**src/rtl/cordic_fixed_to_float_pipe.sv**
```systemverilog
// rtl/cordic_fixed_to_float_pipe.sv - three-stage Q1.20 fixed-point to IEEE-754 single converter
module cordic_fixed_to_float_pipe #(
    parameter int WIDTH     = 21,
    parameter int FRAC_BITS = 20
) (
    input  logic             clock,
    input  logic             aclr,
    input  logic             clk_en,
    input  logic             in_valid,
    input  logic [WIDTH-1:0] fixed_in,
    output logic             out_valid,
    output logic [31:0]      result
);

    localparam int PW = $clog2(WIDTH);

    logic             s1_valid_q, s1_sign_q;
    logic [WIDTH-1:0] s1_mag_q;
    logic             s2_valid_q, s2_sign_q, s2_zero_q;
    logic [WIDTH-1:0] s2_mag_q;
    logic [PW-1:0]    s2_lead_q;
    logic             out_valid_q;
    logic [31:0]      result_q;

    logic [WIDTH-1:0] mag_d;
    logic [PW-1:0]    lead_d;
    logic [7:0]       exp_d;
    logic [WIDTH-1:0] frac_d;
    logic [5:0]       shamt_d;
    logic [22:0]      mant_d;
    logic [31:0]      pack_d;

    // -1.0 negates to 2^20, which still fits the unsigned magnitude
    assign mag_d = fixed_in[WIDTH-1] ? -fixed_in : fixed_in;

    always_comb begin
        lead_d = '0;
        for (int i = 0; i < WIDTH; i++) begin
            if (s1_mag_q[i]) begin
                lead_d = PW'(i);
            end
        end
    end

    // Hidden bit dropped, remaining bits left-aligned into the 23-bit mantissa
    always_comb begin
        exp_d   = 8'(127 + int'(s2_lead_q) - FRAC_BITS);
        frac_d  = s2_mag_q & ~(WIDTH'(1) << s2_lead_q);
        shamt_d = 6'(23 - int'(s2_lead_q));
        mant_d  = 23'(64'(frac_d) << shamt_d);
        pack_d  = s2_zero_q ? 32'h0 : {s2_sign_q, exp_d, mant_d};
    end

    always_ff @(posedge clock) begin
        if (aclr) begin
            s1_valid_q  <= 1'b0;
            s1_sign_q   <= 1'b0;
            s1_mag_q    <= '0;
            s2_valid_q  <= 1'b0;
            s2_sign_q   <= 1'b0;
            s2_zero_q   <= 1'b0;
            s2_mag_q    <= '0;
            s2_lead_q   <= '0;
            out_valid_q <= 1'b0;
            result_q    <= 32'h0;
        end else if (clk_en) begin
            s1_valid_q  <= in_valid;
            s1_sign_q   <= fixed_in[WIDTH-1];
            s1_mag_q    <= mag_d;
            s2_valid_q  <= s1_valid_q;
            s2_sign_q   <= s1_sign_q;
            s2_zero_q   <= (s1_mag_q == '0);
            s2_mag_q    <= s1_mag_q;
            s2_lead_q   <= lead_d;
            out_valid_q <= s2_valid_q;
            if (s2_valid_q) begin
                result_q <= pack_d;
            end
        end
    end

    assign out_valid = out_valid_q;
    assign result    = result_q;

endmodule

```
**config.mk**
```make
export PLATFORM = sky130hd
export DESIGN_NAME = cordic_fixed_to_float_pipe
export DESIGN_NICKNAME = d
export VERILOG_FILES = /design/src/rtl/cordic_fixed_to_float_pipe.sv
export SDC_FILE = /design/constraint.sdc
export NUM_CORES = 1
export LEC_CHECK = 0
export BUFFER_PORTS_ARGS = -buffer_cell sky130_fd_sc_hd__buf_4
export CAP_MARGIN = 40
export CORE_MARGIN = 1
export CORE_UTILIZATION = 55
export CTS_BUF_LIST = sky130_fd_sc_hd__clkbuf_8
export DETAILED_ROUTE_END_ITERATION = 12
export GPL_TIMING_DRIVEN = 0
export MAX_ROUTING_LAYER = met4
export PLACE_DENSITY_LB_ADDON = 0.15
export SLEW_MARGIN = 20
export SYNTH_ARGS = -nofsm -noshare
export SYNTH_HDL_FRONTEND = slang
export SYNTH_SLANG_ARGS = --single-unit
```
**constraint.sdc**
```tcl
create_clock -name clock -period 7.2 [get_ports clock]
set_input_delay 0.72 -clock clock [delete_from_list [all_inputs] [get_ports clock]]
set_output_delay 0.72 -clock clock [all_outputs]
set_load 0.01 [all_outputs]
```
==> results_dict.tcl, run 1 <==
set metrics [dict create \
    max_freq_ghz 0.289 \
    synth_top_family_by_area "compound AO/OA/AOI/OAI gates" \
    grt_first_pass_wirelength_mm 26.4 \
    yosys_warnings 0 \
    clk_path_buf_depth 2 \
    crit_arrival_ns 3.73 \
    synth-seq-area-share_pct 33.6 \
    synthFlopType "dfxtp_1" \
    rsz0062_at_grt "no" \
    synth.distinct_cells 73 \
    syn_area_per_cell_um2 8.31 \
    post-dp-hpwl_mm 12.7 \
    maxCapViolCount 0 \
    r2r_end "result[22]$_SDFFE_PP0P_" \
    vias 5174 \
    setup_violations 0 \
    cts-htree-levels 3 \
    ctsHoldBuffers 0 \
    die_w_um 98.0 \
    dieArea_um2 9600 \
    synth_nets 643 \
    io_pins 58 \
    clock_latency_ns 0.37 \
    power_frac_seq_pct 45.4 \
    ant_nets 0 \
    fin_nets 710 \
    status "finished, violations left" \
    overflow 0 \
    reg2reg_depth 10 \
    post_cts_buffers 0 \
    firstDrtPassIters 10 \
    pwr-share-clk_pct 31.7 \
    comb_power_share_pct 22.9 \
    leakagePower_uw 0.00226 \
    ctsResizeCount 0 \
    cellPowerDensity_nw_per_um2 195 \
    area.growth.synth_to_final_pct 15.0 \
    hold_class "flip-flop to flip-flop" \
    yosys.area_share.xor_xnor_pct 3.46 \
    regArea_um2 1700 \
    core-area_um2 8810 \
    path_max_fanout 12 \
    io_buffers 56 \
    die_y_um 98.0 \
    crit_type "flip-flop to flip-flop" \
    total_power_uw 1140 \
    grtUsageTotal_pct 36.8 \
    tightest_slew_ns 0.750 \
    drt-initial-drc-count 504 \
    end_kind "flip-flop" \
    layout.cells.most_common "nor2_1" \
    multi_input_area_um2 3100 \
    p_switching_uw 389 \
    clk_pin_slew_ns 0.10 \
    synth_fa_ha_area_share_pct 1.98 \
    routabilityCongestion 0.984 \
    hold_path_end "result[22]$_SDFFE_PP0P_" \
    synth-compound-area-share_pct 23.0 \
    cts-buffers-inserted 9 \
    grt_pass1_vias 4952 \
    grt_max_degree 17 \
    synth-seq-cells 85 \
    r2r-start "s2_lead_q[0]$_SDFFE_PP0P_" \
    syn-instance-count 610 \
    start_util_pct 57.5 \
    p_sw_share_pct 34.2 \
    syn-cell-area_um2 5070 \
    fin_tns_setup_ns 0 \
    remaining_drc_errors 3 \
    violations "DRC" \
    cts_root_buf "clkbuf_8" \
    drive_gt1_share_pct 16.9 \
    rrSetupSlack_ns 3.74 \
    synthMuxAreaShare_pct 12.8 \
    required_ns 7.47 \
    ir_worst_vdd_uv 107 \
    wl_per_cell_um 21.2 \
    diodes 0 \
    startpoint "s2_lead_q[0]$_SDFFE_PP0P_" \
    vias_per_cell 6.55 \
    slew_headroom_pct 48.7 \
    yosys.area_share.simple_pct 19.9 \
    internal-power_uw 749 \
    antenna_found_initial 0 \
    async_flop_share_pct 0 \
    wl_mm 16.7 \
    synth_edf_count 0 \
    min_from "result[22]$_SDFFE_PP0P_" \
    slew_violations 0 \
    filler_cell_count 759 \
    std_cell_rows 34 \
    hold_viol 0 \
    cts.sinks 85 \
    worst_setup_path_start_kind "flip-flop" \
    finalCriticalPeriod_ns 3.46 \
    mostFrequentLayoutCells "97 x nor2_1, 85 x dfxtp_1, 58 x buf_4" \
    cts_tree "built" \
    holdPathStages 1 \
    skew_ns 0.0139 \
    fin_crit_sh_pct 48.1 \
]
==> kinds of logic (layout without fill, tap and decap cells) <==
family,Yosys count,count (layout)
AOI/OAI and AO/OA,166,166
and+or+nand+nor,213,213
adders and majority gates,8,8
DFF,85,85
xor gates and xnor gates,20,20
buffers and inverters,59,131
muxes,59,59
==> cell usage after synthesis (all sizes together) (3+ instances only) <==
cell type | number | area (µm²)
nor2b | 8 | 50.1
xnor2 | 5 | 43.8
nand4 | 3 | 18.8
a22oi | 13 | 97.6
o21ai | 24 | 120
clkbuf | 28 | 105
a31oi | 8 | 50.1
a21oi | 40 | 200
a211oi | 27 | 203
nor2 | 97 | 364
nand2 | 40 | 153
nor3 | 13 | 65.1
a32o | 4 | 40.0
o311ai | 4 | 35.0
o41ai | 6 | 60.1
o221ai | 5 | 43.8
nand2b | 13 | 81.3
nor4 | 7 | 50.1
or3 | 3 | 18.8
mux4 | 4 | 90.1
o31ai | 5 | 56.3
a2bb2oi | 4 | 35.0
xor2 | 15 | 131
mux2i | 47 | 470
or4 | 4 | 37.5
dfxtp | 85 | 1700
buf | 18 | 114
nand3 | 12 | 60.1
o22ai | 4 | 25.0
mux2 | 8 | 90.1
inv | 12 | 45.0
o211ai | 3 | 22.5
ha | 8 | 100
==> layer usage <==
metal	GRT usage, %	share of wire [%]	vias up
met4	16.2	3.0	0
li1	-	-	2378
met5	-	0	-
met1	46.0	41	2476
met3	9.45	10	38
met2	56.1	46	282
==> stage by stage <==
step           utilization (%)  worst slack (ns)  area (µm²)  std cells  hold WS (ns)
6_report                  66.2              3.74        5830        790         0.475
5_1_grt                   66.2              3.63        5830        790         0.497
4_1_cts                   66.2              3.80        5830        790         0.480
3_5_place_dp              63.9              3.80        5620        774         0.458
3_3_place_gp              63.9              3.78        5620        774         0.445
2_1_floorplan                -              4.54        5070        610         0.450
==> worst max-delay path: stages (launching register included) <==
cell and delay (ns):
dfxtp_1 0.39, inv_1 0.22, buf_2 0.30, buf_1 0.60, ha_1 0.43, nand2_1 0.17, o31ai_4 0.26, o21ai_1 0.08
and3_1 0.17, or4_1 0.49, a32o_1 0.26
==> layout make-up <==
cell class / instances / share of cell area (%)
Clock buffer: 9 / 2.13
Inverter: 13 / 0.837
Clock inverter: 7 / 1.37
Sequential cell: 85 / 29.2
Timing Repair Buffer: 56 / 7.21
Tap cell: 108 / 2.32
Buffer: 46 / 3.76
Multi-Input combinational cell: 466 / 53.2
==> power groups by stage <==
stage               clock network, µW  registers, µW  logic, µW
floorplan                           0            516        173
CTS                               360            515        253
global route                      381            519        280
detailed placement                  0            526        251
global placement                    0            526        250
finish                            361            517        261
==> worst max-delay path by stage <==
stage | to | slack (ns) | cells past startpoint
global placement | result[22]$_SDFFE_PP0P_ | 3.78 | 10
CTS | result[22]$_SDFFE_PP0P_ | 3.80 | 10
finish | result[22]$_SDFFE_PP0P_ | 3.74 | 10
global route | result[22]$_SDFFE_PP0P_ | 3.63 | 10
detailed placement | result[22]$_SDFFE_PP0P_ | 3.80 | 10
floorplan | result[22]$_SDFFE_PP0P_ | 4.54 | 10
==> state kept, by name (all words and copies together), names as in the netlist <==
signal,count
s2_zero_q,1
s2_mag_q,21
s2_sign_q,1
s1_sign_q,1
out_valid,1
result,32
s1_valid_q,1
s2_lead_q,5
s1_mag_q,21
s2_valid_q,1
Power figures use the tool's default switching activity.
==> run 2: changes to the inputs <==
- clock period: 7.2 -> 3 ns (I/O delays scaled with it)
==> run 2 against run 1 <==
The flow still finishes with violations (DRC). Maximum frequency up 17%. Final area up 1.2%. Non-clock buffer count up 2. Clock skew up 0.0013 ns. Critical path depth down 1. Worst hold slack worse by 0.30 ns. Cell count up 0.25%. Clock power up 140%. Clock-buffer cell count unchanged. Register-to-register slack worse by 3.7 ns. Via count up 0.48%. Total power up 140%.
==> results_dict.tcl, run 2 (same netlist as run 1, synthesis figures left out) <==
set metrics [dict create \
    finalCriticalPeriod_ns 2.95 \
    setup_violations 0 \
    crit_arrival_ns 3.23 \
    r2r-start "s2_lead_q[3]$_SDFFE_PP0P_" \
    overflow 0 \
    grt_pass1_vias 4961 \
    layout.cells.most_common "nor2_1" \
    worst_setup_path_start_kind "flip-flop" \
    post-dp-hpwl_mm 12.7 \
    start_util_pct 57.5 \
    slew_violations 0 \
    hold_slack_ns 0.172 \
    reg2reg_depth 9 \
    holdPathStages 3 \
    grt_util_met1_pct 45.8 \
    vias 5199 \
    cts_tree "built" \
    ctsHoldBuffers 0 \
    remaining_drc_errors 3 \
    fin_nets 712 \
    hold_path_end "s1_valid_q$_SDFFE_PP0P_" \
    grt_max_degree 17 \
    dieArea_um2 9600 \
    cellPowerDensity_nw_per_um2 468 \
    area.growth.synth_to_final_pct 16.3 \
    mostFrequentLayoutCells "95 x nor2_1, 85 x dfxtp_1, 63 x buf_4" \
    required_ns 3.28 \
    filler_cell_count 748 \
    grt_use_met3_pct 9.88 \
    fin_crit_sh_pct 98.3 \
    antenna_found_initial 0 \
    ant_nets 0 \
    clk_path_buf_depth 2 \
    rrSetupSlack_ns 0.05 \
    cts-htree-levels 3 \
    r2r_end "result[22]$_SDFFE_PP0P_" \
    postLayoutCoreUtil_pct 67.0 \
    use_met2_pct 55.7 \
    total_power_uw 2760 \
    violations "DRC" \
    cts-buffers-inserted 9 \
    grt_first_pass_wirelength_mm 26.4 \
    io_buffers 56 \
    clk_pin_slew_ns 0.10 \
    drive_gt1_share_pct 18.3 \
    stdcell_count 792 \
    std_cell_rows 34 \
    die_y_um 98.0 \
    grtUsageTotal_pct 36.9 \
    dp_cells 774 \
    wl_mm 16.9 \
    clock_latency_ns 0.38 \
    crit_type "flip-flop to flip-flop" \
    vias_per_cell 6.56 \
    path_max_fanout 10 \
    end_kind "flip-flop" \
    drt-initial-drc-count 440 \
    slew_headroom_pct 44.0 \
    min_from "in_valid" \
    core-area_um2 8810 \
    skew_ns 0.0152 \
    cts_root_buf "clkbuf_8" \
    leakagePower_uw 0.00227 \
    status "finished, violations left" \
    hold_viol 0 \
    tightest_slew_ns 0.819 \
    wl_per_cell_um 21.4 \
    die_w_um 98.0 \
    firstDrtPassIters 9 \
    io_pins 58 \
    cts.sinks 85 \
    diodes 0 \
    hold_class "input port to flip-flop" \
    ir_worst_vdd_uv 255 \
    maxCapViolCount 0 \
    rsz0062_at_grt "no" \
    routabilityCongestion 0.984 \
    max_freq_ghz 0.339 \
    largest_reg_flops 32 \
    grt-busiest-layer "met2" \
]
==> run 2: changes by cell type in the layout (fill, tap and decap cells not counted), moves of 2 or more <==
| cell | previous run | this run |
|---|---|---|
| clkbuf_4 | 0 | 2 |
| buf_4 | 58 | 63 |
| buf_2 | 12 | 8 |
| ha_1 | 8 | 5 |
| ha_2 | 0 | 2 |
| nor2_1 | 97 | 95 |
| nor2_2 | 0 | 2 |
==> run 2: critical path, cell delays in order (launching register included) <==
cell and delay (ns):
dfxtp_1 0.38, buf_2 0.28, buf_4 0.25, inv_2 0.14, ha_1 0.33, clkbuf_1 0.30
inv_2 0.22, nand2_1 0.14, or4_1 0.55, a32o_1 0.26
==> run 2: through the flow <==
| stage | worst slack, ns | cell area [µm²] | setup TNS, ns |
|---|---|---|---|
| after floorplan | 0.337 | 5070 | 0 |
| after global routing | 0.0196 | 5900 | 0 |
| final | 0.0497 | 5900 | 0 |
| after CTS | 0.0117 | 5840 | 0 |
| after global placement | -0.424 | 5620 | -3.67 |
| after detailed placement | -0.396 | 5620 | -2.85 |
==> run 2: report_power, final <==
part           total, µW  internal [µW]  switching [µW]
Sequential          1240           1170            67.2
Clock                870            395             475
Combinational        649            241             408
==> run 2: area by class of cell <==
type / count / area, µm² / area share (%)
multi-input combinational: 466 / 3140 / 53.2
sequential: 85 / 1700 / 28.9
timing repair buffer: 58 / 435 / 7.39
buffer: 46 / 233 / 3.95
tap: 108 / 135 / 2.29
clock buffer: 9 / 124 / 2.10
clock inverter: 7 / 80.1 / 1.36
inverter: 13 / 48.8 / 0.828
==> run 2: worst max-delay path by stage <==
stage	startpoint	endpoint	slack (ns)	cells after the start
finish	s2_lead_q[3]$_SDFFE_PP0P_	result[22]$_SDFFE_PP0P_	0.05	9
global placement	s2_lead_q[0]$_SDFFE_PP0P_	result[22]$_SDFFE_PP0P_	-0.42	10
CTS	s2_lead_q[1]$_SDFFE_PP0P_	result[19]$_SDFFE_PP0P_	0.01	11
floorplan	s2_lead_q[0]$_SDFFE_PP0P_	result[22]$_SDFFE_PP0P_	0.34	10
global route	s2_lead_q[1]$_SDFFE_PP0P_	result[19]$_SDFFE_PP0P_	0.02	12
detailed placement	s2_lead_q[0]$_SDFFE_PP0P_	result[22]$_SDFFE_PP0P_	-0.40	10
==> run 2: repair_timing <==
item | 4_1_cts | 5_1_grt
endpoints found under the setup margin | 14 | 13
gates resized for setup | 5 | 11
pin swaps | 0 | 1
setup buffers | 0 | 2
==> run 2: layer usage <==
layer	vias to the layer above	part of all wire [%]
met5	-	0
met3	66	10
met1	2456	41
met2	297	45
met4	0	4.0
li1	2380	-
==> run 3: changes to the inputs <==
- CORE_MARGIN: 1 -> 5
==> run 3 against run 2 <==
Combinational power is essentially flat. Via count shrank 0.54%. Core utilization shrank 2.1 points. The run now ends clean. First-iteration DRC count rose by 11%. Clock skew is 0.0027 ns higher. Sequential share of layout area shrank 0.061 points. Total power rose by 2.6%.
==> results_dict.tcl, run 3 (same netlist as run 1, synthesis figures left out) <==
set metrics [dict create \
    crit_slowest_cell "or4_1" \
    end_kind "flip-flop" \
    multi_input_area_um2 3110 \
    io_buffers 56 \
    finalCriticalPeriod_ns 2.83 \
    required_ns 3.25 \
    dp_cells 777 \
    setup_violations 0 \
    crit_arrival_ns 3.08 \
    cts.sinks 85 \
    postLayoutCoreUtil_pct 64.9 \
    vias_per_cell 6.51 \
    wl_mm 17.3 \
    hold_class "input port to flip-flop" \
    grt_pass1_vias 5165 \
    firstDrtPassIters 5 \
    status "finished, final reports clean" \
    crit_type "flip-flop to flip-flop" \
    critical_path.top_delay_family "simple AND/OR/NAND/NOR gates" \
    grt_first_pass_wirelength_mm 27.3 \
    dr_wl_met2_mm 8.60 \
    place_ws_ns -0.470 \
    clk_pin_slew_ns 0.10 \
    skew_ns 0.0179 \
    die_w_um 106 \
    met3_length_mm 1.20 \
    cts-htree-levels 3 \
    ctsHoldBuffers 0 \
    rsz0062_at_grt "no" \
    filler_cell_count 793 \
    clock_latency_ns 0.37 \
    regArea_um2 1700 \
    r2r_end "result[22]$_SDFFE_PP0P_" \
    ant_nets 0 \
    grtUsageTotal_pct 31.7 \
    cellPowerDensity_nw_per_um2 479 \
    rrSetupSlack_ns 0.17 \
    wl_per_cell_um 21.8 \
    reg2reg_depth 10 \
    slew_headroom_pct 49.6 \
    layout.cells.most_common "nor2_1" \
    fin_nets 711 \
    tightest_slew_ns 0.737 \
    drt-initial-drc-count 488 \
    drive_gt1_share_pct 17.7 \
    holdPathStages 3 \
    fin_crit_sh_pct 94.2 \
    leakagePower_uw 0.00230 \
    path_max_fanout 12 \
    maxCapViolCount 0 \
    routed.top_layer "met4" \
    hold_viol 0 \
    routabilityCongestion 0.995 \
    place_area_um2 5630 \
    largest_reg_flops 32 \
    overflow 0 \
    crit_chain "inv_2 > buf_4 > buf_6 > ha_4 > nand2_1 > o31ai_4 > o21ai_1 > and3_1 > or4_1 > a32o_1" \
    slew_violations 0 \
    post-dp-hpwl_mm 13.4 \
    stdcell_count 794 \
    cp_num_buf_inv 3 \
    core-area_um2 9110 \
    timing.final.ws_setup_ns 0.175 \
    fin_area_um2 5910 \
    ir_worst_vdd_uv 277 \
    vias 5171 \
    diodes 0 \
    r2r-start "s2_lead_q[0]$_SDFFE_PP0P_" \
    met1_length_mm 6.76 \
    antenna_found_initial 0 \
    dieArea_um2 11200 \
    min_from "in_valid" \
    cts_tree "built" \
    cts-buffers-inserted 9 \
    fin_tns_setup_ns 0 \
    worst_setup_path_start_kind "flip-flop" \
    die_y_um 106 \
    max_freq_ghz 0.354 \
    io_pins 58 \
    hold_path_end "s1_valid_q$_SDFFE_PP0P_" \
    remaining_drc_errors 0 \
    cts_root_buf "clkbuf_8" \
    cpPeakStageDelay_ns 0.53 \
    start_util_pct 55.6 \
    std_cell_rows 35 \
    mostFrequentLayoutCells "96 x nor2_1, 85 x dfxtp_1, 61 x buf_4" \
    area.growth.synth_to_final_pct 16.6 \
    clk_path_buf_depth 2 \
    grt_max_degree 17 \
]
-- run 3: changes by cell type in the layout (fill, tap and decap cells not counted), moves of 2 or more --
cell	previous run	this run
buf_4	63	61
buf_6	1	5
clkbuf_4	2	0
clkinvlp_4	2	0
ha_1	5	7
ha_2	2	0
-- run 3: per-stage QoR --
stage	power (µW)	hold slack [ns]
after floorplan	1650	0.447
after global placement	1860	0.445
after detailed placement	1870	0.464
after CTS	2790	0.183
after global routing	2920	0.209
final	2830	0.181
-- run 3: timing repair --
| action | CTS | global route |
|---|---|---|
| pin swaps | 0 | 1 |
| endpoints found under the setup margin | 16 | 3 |
| gates resized for setup | 8 | 6 |
| buffers inserted | 0 | 2 |
-- run 3: tightest hold or removal path, cell delays in order --
cell and delay (ns):
buf_4 0.08, mux2i_1 0.06, nor2_1 0.08
-- run 3: metal layers --
metal / GRT usage, % / up-vias
li1: - / 2370
met1: 35.4 / 2455
met2: 55.5 / 280
met3: 5.53 / 66
met4: 13.9 / 0
met5: - / -
-- run 3: how the worst max path moves through the flow --
stage | start | to | cells past startpoint
2_1_floorplan | s2_lead_q[0]$_SDFFE_PP0P_ | result[22]$_SDFFE_PP0P_ | 10
3_3_place_gp | s2_lead_q[0]$_SDFFE_PP0P_ | result[22]$_SDFFE_PP0P_ | 10
3_5_place_dp | s2_lead_q[0]$_SDFFE_PP0P_ | result[22]$_SDFFE_PP0P_ | 10
4_1_cts | s2_lead_q[1]$_SDFFE_PP0P_ | result[22]$_SDFFE_PP0P_ | 11
5_1_grt | s2_lead_q[1]$_SDFFE_PP0P_ | result[22]$_SDFFE_PP0P_ | 11
6_report | s2_lead_q[0]$_SDFFE_PP0P_ | result[22]$_SDFFE_PP0P_ | 10
-- run 3: where the power goes --
group	leakage (µW)	switching, µW	total (µW)	internal, µW
combinational	0.00149	402	647	245
clock	0.000116	464	946	481
sequential	0.000694	65.5	1240	1170
-- run 3: area by class of cell --
| class | count | share of cell area, % |
|---|---|---|
| clock buffers | 9 | 2.10 |
| repair buffers | 58 | 7.37 |
| well taps | 111 | 2.35 |
| plain buffers | 45 | 4.13 |
| flip-flops and latches | 85 | 28.8 |
| multi-input cells | 466 | 52.7 |
| clock inverters | 7 | 1.74 |
| inverters | 13 | 0.826 |
